<file path="src/rtl/fp_pkg.sv">
// Shared floating-point constants, state encoding and packed-word layout.
// Also used by the operand decomposer.
package fp_pkg;

  localparam int BIAS    = 127;
  localparam int SIGN_W  = 1;
  localparam int EXP_F_W = 8;
  localparam int FRAC_W  = 23;

  localparam logic [EXP_F_W-1:0] EXP_MAX = 8'hFF;
  localparam logic [31:0]        QNAN    = 32'h7FC0_0000;

  typedef enum logic [2:0] {
    IDLE,
    NORM,
    DENORM,
    ROUND,
    DONE
  } fp_state_e;

  typedef struct packed {
    logic [SIGN_W-1:0]  sign;
    logic [EXP_F_W-1:0] exp;
    logic [FRAC_W-1:0]  frac;
  } fp_word_t;

endpackage

</file>
<file path="src/rtl/fp_pack_if.sv">
// Handshake and data bundle for the pack stage.
// master = upstream/downstream side, slave = the pack unit.
interface fp_pack_if #(
  parameter int EXP_W  = 10,
  parameter int MANT_W = 28
) ();

  logic                    in_valid_i;
  logic                    in_ready_o;
  logic                    sign_i;
  logic signed [EXP_W-1:0] exp_i;
  logic [MANT_W-1:0]       mant_i;
  logic                    nan_i;
  logic                    inf_i;
  logic                    out_valid_o;
  logic                    out_ready_i;
  logic [31:0]             result_o;
  logic                    overflow_o;
  logic                    underflow_o;
  logic                    inexact_o;

  modport master (
    output in_valid_i, sign_i, exp_i, mant_i, nan_i, inf_i, out_ready_i,
    input  in_ready_o, out_valid_o, result_o, overflow_o, underflow_o, inexact_o
  );

  modport slave (
    input  in_valid_i, sign_i, exp_i, mant_i, nan_i, inf_i, out_ready_i,
    output in_ready_o, out_valid_o, result_o, overflow_o, underflow_o, inexact_o
  );

endinterface

</file>
<file path="src/rtl/fp_round.sv">
// Combinational round-to-nearest-even incrementer on the 24-bit significand.
module fp_round (
  input  logic [23:0] sig,
  input  logic        guard,
  input  logic        rnd,
  input  logic        sticky,
  output logic [23:0] rounded,
  output logic        carry,
  output logic        inexact
);

  logic inc;

  assign inc              = guard & (rnd | sticky | sig[0]);
  assign {carry, rounded} = {1'b0, sig} + {24'd0, inc};
  assign inexact          = guard | rnd | sticky;

endmodule

</file>
<file path="src/rtl/fp_pack.sv">
// Normalize/round/pack to IEEE-754 single. Subnormal output is produced when
// FP_PACK_DENORM_EN is defined; otherwise tiny results flush to signed zero.
module fp_pack
  import fp_pkg::*;
#(
  parameter int MANT_W = 28,
  parameter int EXP_W  = 10
) (
  input  logic     clk_i,
  input  logic     rst_ni,
  fp_pack_if.slave bus
);

  // IDLE capture | NORM shift to 1.x | DENORM subnormal/flush | ROUND RNE+pack | DONE hold
  localparam logic signed [EXP_W-1:0] EXP_ONE = EXP_W'(1);
  localparam logic signed [EXP_W-1:0] EXP_OVF = EXP_W'(255);

  fp_state_e               st;
  logic                    sgn;
  logic signed [EXP_W-1:0] exp_q;
  logic [MANT_W-1:0]       mant_q;
  fp_word_t                res_q;
  logic                    ovf_q;
  logic                    unf_q;
  logic                    inx_q;

  logic [FRAC_W:0]         rnd_sig;
  logic                    rnd_carry;
  logic                    rnd_inexact;
  logic [FRAC_W-1:0]       frac_n;
  logic                    hidden_n;
  logic signed [EXP_W-1:0] exp_n;

  fp_round u_round (
    .sig     (mant_q[MANT_W-2:3]),
    .guard   (mant_q[2]),
    .rnd     (mant_q[1]),
    .sticky  (mant_q[0]),
    .rounded (rnd_sig),
    .carry   (rnd_carry),
    .inexact (rnd_inexact)
  );

  always_comb begin
    frac_n   = rnd_carry ? rnd_sig[FRAC_W:1] : rnd_sig[FRAC_W-1:0];
    hidden_n = rnd_carry | rnd_sig[FRAC_W];
    exp_n    = exp_q + EXP_W'(rnd_carry);
  end

  always_ff @(posedge clk_i or negedge rst_ni) begin
    if (!rst_ni) begin
      st     <= IDLE;
      sgn    <= 1'b0;
      exp_q  <= '0;
      mant_q <= '0;
      res_q  <= '0;
      ovf_q  <= 1'b0;
      unf_q  <= 1'b0;
      inx_q  <= 1'b0;
    end else begin
      case (st)
        IDLE: begin
          if (bus.in_valid_i) begin
            sgn    <= bus.sign_i;
            exp_q  <= bus.exp_i;
            mant_q <= bus.mant_i;
            if (bus.nan_i) begin
              res_q <= fp_word_t'(QNAN);
              st    <= DONE;
            end else if (bus.inf_i) begin
              res_q <= '{sign: bus.sign_i, exp: EXP_MAX, frac: '0};
              st    <= DONE;
            end else begin
              st <= NORM;
            end
          end
        end
        NORM: begin
          if (mant_q == '0) begin
            res_q <= '{sign: sgn, exp: '0, frac: '0};
            st    <= DONE;
          end else if (mant_q[MANT_W-1]) begin
            mant_q <= {1'b0, mant_q[MANT_W-1:2], mant_q[1] | mant_q[0]};
            exp_q  <= exp_q + EXP_ONE;
          end else if (!mant_q[MANT_W-2]) begin
            mant_q <= mant_q << 1;
            exp_q  <= exp_q - EXP_ONE;
          end else if (exp_q < EXP_ONE) begin
            st <= DENORM;
          end else begin
            st <= ROUND;
          end
        end
        DENORM: begin
          unf_q <= 1'b1;
`ifdef FP_PACK_DENORM_EN
          if (exp_q < EXP_ONE) begin
            mant_q <= {1'b0, mant_q[MANT_W-1:2], mant_q[1] | mant_q[0]};
            exp_q  <= exp_q + EXP_ONE;
          end else begin
            st <= ROUND;
          end
`else
          res_q <= '{sign: sgn, exp: '0, frac: '0};
          inx_q <= |mant_q;
          st    <= DONE;
`endif
        end
        ROUND: begin
          if (exp_n >= EXP_OVF) begin
            res_q <= '{sign: sgn, exp: EXP_MAX, frac: '0};
            ovf_q <= 1'b1;
            inx_q <= 1'b1;
          end else begin
            // A clear hidden bit here means the value stayed subnormal.
            res_q <= '{sign: sgn, exp: hidden_n ? exp_n[EXP_F_W-1:0] : '0, frac: frac_n};
            inx_q <= rnd_inexact;
          end
          st <= DONE;
        end
        DONE: begin
          if (bus.out_ready_i) begin
            ovf_q <= 1'b0;
            unf_q <= 1'b0;
            inx_q <= 1'b0;
            st    <= IDLE;
          end
        end
        default: st <= IDLE;
      endcase
    end
  end

  assign bus.in_ready_o  = (st == IDLE);
  assign bus.out_valid_o = (st == DONE);
  assign bus.result_o    = res_q;
  assign bus.overflow_o  = ovf_q;
  assign bus.underflow_o = unf_q;
  assign bus.inexact_o   = inx_q;

endmodule

</file>
<file path="src/flat_wrapper.sv">
// flat-port wrapper written by rule: the top's interface ports become plain ports
module fp_pack_flat import fp_pkg::*;
#(
  parameter int MANT_W = 28,
  parameter int EXP_W  = 10
)
  (clk_i, rst_ni, bus_in_valid_i, bus_sign_i, bus_exp_i, bus_mant_i, bus_nan_i, bus_inf_i, bus_out_ready_i, bus_in_ready_o, bus_out_valid_o, bus_result_o, bus_overflow_o, bus_underflow_o, bus_inexact_o);
  fp_pack_if #(.EXP_W(EXP_W), .MANT_W(MANT_W)) bus_i ();
  input  logic clk_i;
  input  logic rst_ni;
  input wire logic [$bits(bus_i.in_valid_i)-1:0] bus_in_valid_i;
  input wire logic [$bits(bus_i.sign_i)-1:0] bus_sign_i;
  input wire logic [$bits(bus_i.exp_i)-1:0] bus_exp_i;
  input wire logic [$bits(bus_i.mant_i)-1:0] bus_mant_i;
  input wire logic [$bits(bus_i.nan_i)-1:0] bus_nan_i;
  input wire logic [$bits(bus_i.inf_i)-1:0] bus_inf_i;
  input wire logic [$bits(bus_i.out_ready_i)-1:0] bus_out_ready_i;
  output wire logic [$bits(bus_i.in_ready_o)-1:0] bus_in_ready_o;
  output wire logic [$bits(bus_i.out_valid_o)-1:0] bus_out_valid_o;
  output wire logic [$bits(bus_i.result_o)-1:0] bus_result_o;
  output wire logic [$bits(bus_i.overflow_o)-1:0] bus_overflow_o;
  output wire logic [$bits(bus_i.underflow_o)-1:0] bus_underflow_o;
  output wire logic [$bits(bus_i.inexact_o)-1:0] bus_inexact_o;
  assign bus_i.in_valid_i = bus_in_valid_i;
  assign bus_i.sign_i = bus_sign_i;
  assign bus_i.exp_i = bus_exp_i;
  assign bus_i.mant_i = bus_mant_i;
  assign bus_i.nan_i = bus_nan_i;
  assign bus_i.inf_i = bus_inf_i;
  assign bus_i.out_ready_i = bus_out_ready_i;
  assign bus_in_ready_o = bus_i.in_ready_o;
  assign bus_out_valid_o = bus_i.out_valid_o;
  assign bus_result_o = bus_i.result_o;
  assign bus_overflow_o = bus_i.overflow_o;
  assign bus_underflow_o = bus_i.underflow_o;
  assign bus_inexact_o = bus_i.inexact_o;
  fp_pack #(.MANT_W(MANT_W), .EXP_W(EXP_W)) u_core (.clk_i(clk_i), .rst_ni(rst_ni), .bus(bus_i));
endmodule
</file>
<file path="config.mk">
export PLATFORM = sky130hd
export DESIGN_NAME = fp_pack_flat
export DESIGN_NICKNAME = d
export VERILOG_FILES = /design/src/rtl/fp_pkg.sv /design/src/rtl/fp_pack_if.sv /design/src/rtl/fp_round.sv /design/src/rtl/fp_pack.sv /design/src/flat_wrapper.sv
export SDC_FILE = /design/constraint.sdc
export NUM_CORES = 1
export LEC_CHECK = 0
export ABC_AREA = 1
export CAP_MARGIN = 20
export CORE_MARGIN = 5
export CORE_UTILIZATION = 55
export CTS_CLUSTER_SIZE = 28
export DETAILED_ROUTE_END_ITERATION = 16
export GPL_ROUTABILITY_DRIVEN = 0
export GPL_TIMING_DRIVEN = 1
export PLACE_DENSITY = 0.79
export RECOVER_POWER = 100
export SLEW_MARGIN = 20
export SYNTH_ARGS = -nofsm -noshare
export SYNTH_HDL_FRONTEND = slang
export SYNTH_HIERARCHICAL = 1
export SYNTH_SLANG_ARGS = --single-unit
</file>
<file path="constraint.sdc">
create_clock -name clk_i -period 3.7 [get_ports clk_i]
set_input_delay 0.925 -clock clk_i [delete_from_list [all_inputs] [get_ports clk_i]]
set_output_delay 0.925 -clock clk_i [all_outputs]
set_load 0.02 [all_outputs]
</file>
==> results.md <==
* Status: finished with violations
* Failing checks: capacitance limit, slew limit
* Drt pass-1 iters at 5
* Grt met2 use at 38.2%
* Antenna Nets Post-Route at 0
* First-pass GRT wire length at around 24 mm
* Crit path launch: u_core/mant_q[2]
* Share of layout cells above drive strength 1 at about 4.1%
* Clock latency on the worst-skew pair at 0.36 ns
* Final TNS setup at 0 ns
* IO Port Bufs at between 80 and 90
* Ys flop type: dfrtp_1
* Setup ws final at 0.341 ns
* Async SR Flop Fraction at 100%
* Flops & latches, synth at 77
* Syn_nets at 912
* Wire per inst at between 10 and 15 um
* Post-Layout Cell Count at 1057
* Final setup viols at 0
* Max Slew Vio Count at 78
* DRC viols at 0
* Synth area leaders: dfrtp_1 (35%), nand2_1 (25%), o21ai_0 (6.8%)
* Smallest hold slack at between 0.4 and 0.5 ns
* Area Growth Syn to Fin at 16.1%
* Antenna cells at 0
* NumNets Final at 972
* Detailed Route Iter0 Violations at between 400 and 500
* Top-level port count at 82
* GR Util met1 at 35.9%
* Final hold violations at 0
* Post-synth EDFFs at 0
* Crit path DAT at about 3.6 ns
* DP HPWL at 10.4 mm
* Hold Crit Start: u_core/bus.result_o[5]
* Mapped Area at 5540 um^2
* Post-synthesis xor/xnor area fraction at 2.84%
* Compound-Gate Fraction of Synth Area at 12.4%
* Fmax at 298 MHz
* Post-Synthesis Cells at 861
* CTS Buf Count at 9
* Tcrit/Tclk final at between 90% and 100%
* Post-Synth Simple-Gate Area at 39.9%
* Num rows at 36
* Final wirelength at between 10 and 15 mm
* Setup crit end kind: flop
* Die extent in x at 110 um
* DP Worst Slack at 0.325 ns
* Largest family of logic cells by synthesized area: simple AND/OR/NAND/NOR gates
* Worst-path fanout max at 9
* Top cell type's share of synthesized area at 34.8%
* Die H at 110 um
* Syn Area/Cell at roughly 6.4 um^2
* RSZ-0062 raised after global routing: no
* Yosys top cell by area: dfrtp_1
* Clk buf depth at 2
* Slew margin rel. at -27.3%
* Setup bufs post-CTS at 0
* Critical setup path kind: reg2reg
* Core area at between 9000 and 10000 um^2
* Busiest grt layer: met2
* Startpoint types: flop
* VDD IR max at 0.472 mV
* Via density at between 5 and 6
* Setup Skew at 0.0117 ns
* Reg-to-reg startpoint: u_core/mant_q[2]
* Cell variety after synth at 32
* Post-Place Cells at 1043
* Total die area at about 12000 um^2
* Multiplexer share of the synthesized area at 0.181%
* Pwr/cell area at 687 nW/um^2
* Req. time, crit path at 3.98 ns
* Grt ovf at 0
* Initial antenna violation count at 0
* Post-Synth Adder-Cell Area at 1.35%
* CTS tree: yes
* Gr usage total at 24.8%
* Largest net degree at the start of global routing at 78
* Worst-path clk slew at 0.08 ns
* Worst slew pin tran at 1.91 ns
* GR Layer Usage met3 at between 3 and 4%
* Final min period at 3.36 ns
* Pleak at 3.30 nW
* Clock Sinks at 77
* Vias after detailed routing at between 5000 and 6000
* Yosys warns at 6
* Min-Delay Path Class: reg2reg
* H-tree depth at 3
* Vias in the first global route at 5213
* Starting density of the core at a little under three fifths
* Sequential-to-total area share from yosys stat at roughly a third
* Clk root buf: clkbuf_8
* Max-cap viol count at 1
-- timing repair --
item / 4_1_cts / 5_1_grt
gates resized for setup: 0 / 1
setup endpoints to repair: 0 / 21
hold buffers: 0 / 0
-- path summary, 6_finish.rpt --
check,end,slack (ns),depth (start not counted)
setup / recovery,u_core/bus.result_o[26],0.34,18
hold reg to reg,u_core/bus.result_o[5],0.48,2
setup reg to reg,u_core/bus.result_o[26],0.34,18
hold / removal,u_core/bus.result_o[5],0.48,2
min in group asynchronous,u_core/mant_q[8],1.07,1
max in group asynchronous,u_core/bus.result_o[29],1.48,1
-- power by group --
part           switching [mW]  internal, mW  total [mW]
combinational            1.46         0.773        2.23
clock                   0.305         0.323       0.627
sequential              0.435          1.13        1.56
total                    2.20          2.22        4.42
-- kinds of logic (layout without fill, tap and decap cells) --
family                     count (synthesis)  count (layout)
and+or+nand+nor                          532             532
AOI/OAI and AO/OA                        117             117
buffers and inverters                    110             173
DFF                                       77              77
xor gates and xnor gates                  18              18
adders and majority gates                  6               6
muxes                                      1               1
-- metal layers --
metal | wire length [um] | part of all wire, %
met4 | 191 | 1.4
met1 | 6580 | 47
met2 | 6290 | 45
met3 | 1020 | 7.2
met5 | 0 | 0
-- cell usage after synthesis (3+ instances only) --
| library cell | number |
|---|---|
| nor2_2 | 3 |
| nor3_1 | 5 |
| o21ai_0 | 75 |
| nand2_2 | 7 |
| inv_2 | 4 |
| buf_2 | 10 |
| xnor2_1 | 6 |
| nand3b_1 | 5 |
| ha_1 | 6 |
| buf_6 | 7 |
| inv_1 | 69 |
| o21ai_2 | 25 |
| buf_1 | 3 |
| nand4_1 | 7 |
| nand3_1 | 70 |
| a21oi_1 | 5 |
| o21ai_1 | 9 |
| nand2_1 | 364 |
| nor2_1 | 62 |
| nor2_4 | 5 |
| clkbuf_1 | 16 |
| dfrtp_1 | 77 |
| xor2_1 | 12 |
-- registers in the layout, summed over array words and instances (netlist names) --
register,flops
u_core/bus.inexact_o,1
u_core/bus.overflow_o,1
u_core/bus.result_o,32
u_core/bus.underflow_o,1
u_core/exp_q,10
u_core/mant_q,28
u_core/sgn,1
u_core/st,3
-- per-stage QoR --
| step | total power, mW | instance area (um^2) | util, % |
|---|---|---|---|
| 2_1_floorplan | 3.32 | 5540 | - |
| 6_report | 4.42 | 6430 | 65.5 |
| 3_3_place_gp | 3.88 | 6360 | 64.8 |
| 4_1_cts | 4.58 | 6540 | 66.6 |
| 5_1_grt | 4.84 | 6430 | 65.5 |
| 3_5_place_dp | 3.95 | 6360 | 64.8 |
-- final cells by class --
class	count	area (um^2)
Clock buffer	12	145
Clock inverter	2	35.0
Fill cell	957	3380
Inverter	74	279
Multi-Input combinational cell	674	3040
Sequential cell	77	1930
Tap cell	133	166
Timing Repair Buffer	85	840
-- cell usage in the layout (no fill, tap or decap) --
cell type | Yosys | final
clkbuf_1 | 16 | 2
dlygate4sd3_1 | 0 | 39
a21oi_1 | 5 | 5
o21ai_1 | 9 | 2
xnor2_1 | 6 | 6
clkdlybuf4s50_1 | 0 | 41
buf_4 | 0 | 3
clkinv_2 | 1 | 2
o211ai_1 | 1 | 1
a31oi_1 | 1 | 1
inv_1 | 69 | 70
bufinv_16 | 0 | 1
nor2_2 | 3 | 3
inv_2 | 4 | 3
clkbuf_8 | 0 | 10
xor2_1 | 12 | 12
o21ai_2 | 25 | 1
dfrtp_1 | 77 | 77
nand3_2 | 1 | 1
and2_1 | 1 | 1
o21ai_0 | 75 | 106
nand3b_1 | 5 | 5
nand2_4 | 1 | 1
nor2_1 | 62 | 62
mux2i_1 | 1 | 1
ha_1 | 6 | 6
nand3_1 | 70 | 70
buf_6 | 7 | 1
clkbuf_2 | 0 | 1
or2_1 | 1 | 1
o22ai_1 | 1 | 1
nor2_4 | 5 | 5
nor3_1 | 5 | 5
nand2_1 | 364 | 365
nand2_2 | 7 | 6
nand4_1 | 7 | 7
-- worst max-delay path, cell delays in order (launching register included) --
cell     delay, ns
dfrtp_1       0.41
nand2_1       0.13
inv_1         0.09
ha_1          0.17
nand2_1       0.10
nor2_4        0.16
nand2_2       0.11
nor2_4        0.18
nand3_1       0.09
nor2_1        0.21
ha_1          0.20
ha_1          0.20
nand3_1       0.15
nor3_1        0.24
xor2_1        0.19
inv_1         0.05
nand2_1       0.12
nand3_1       0.29
nand3_1       0.17
(Power assumes the default switching activity.)
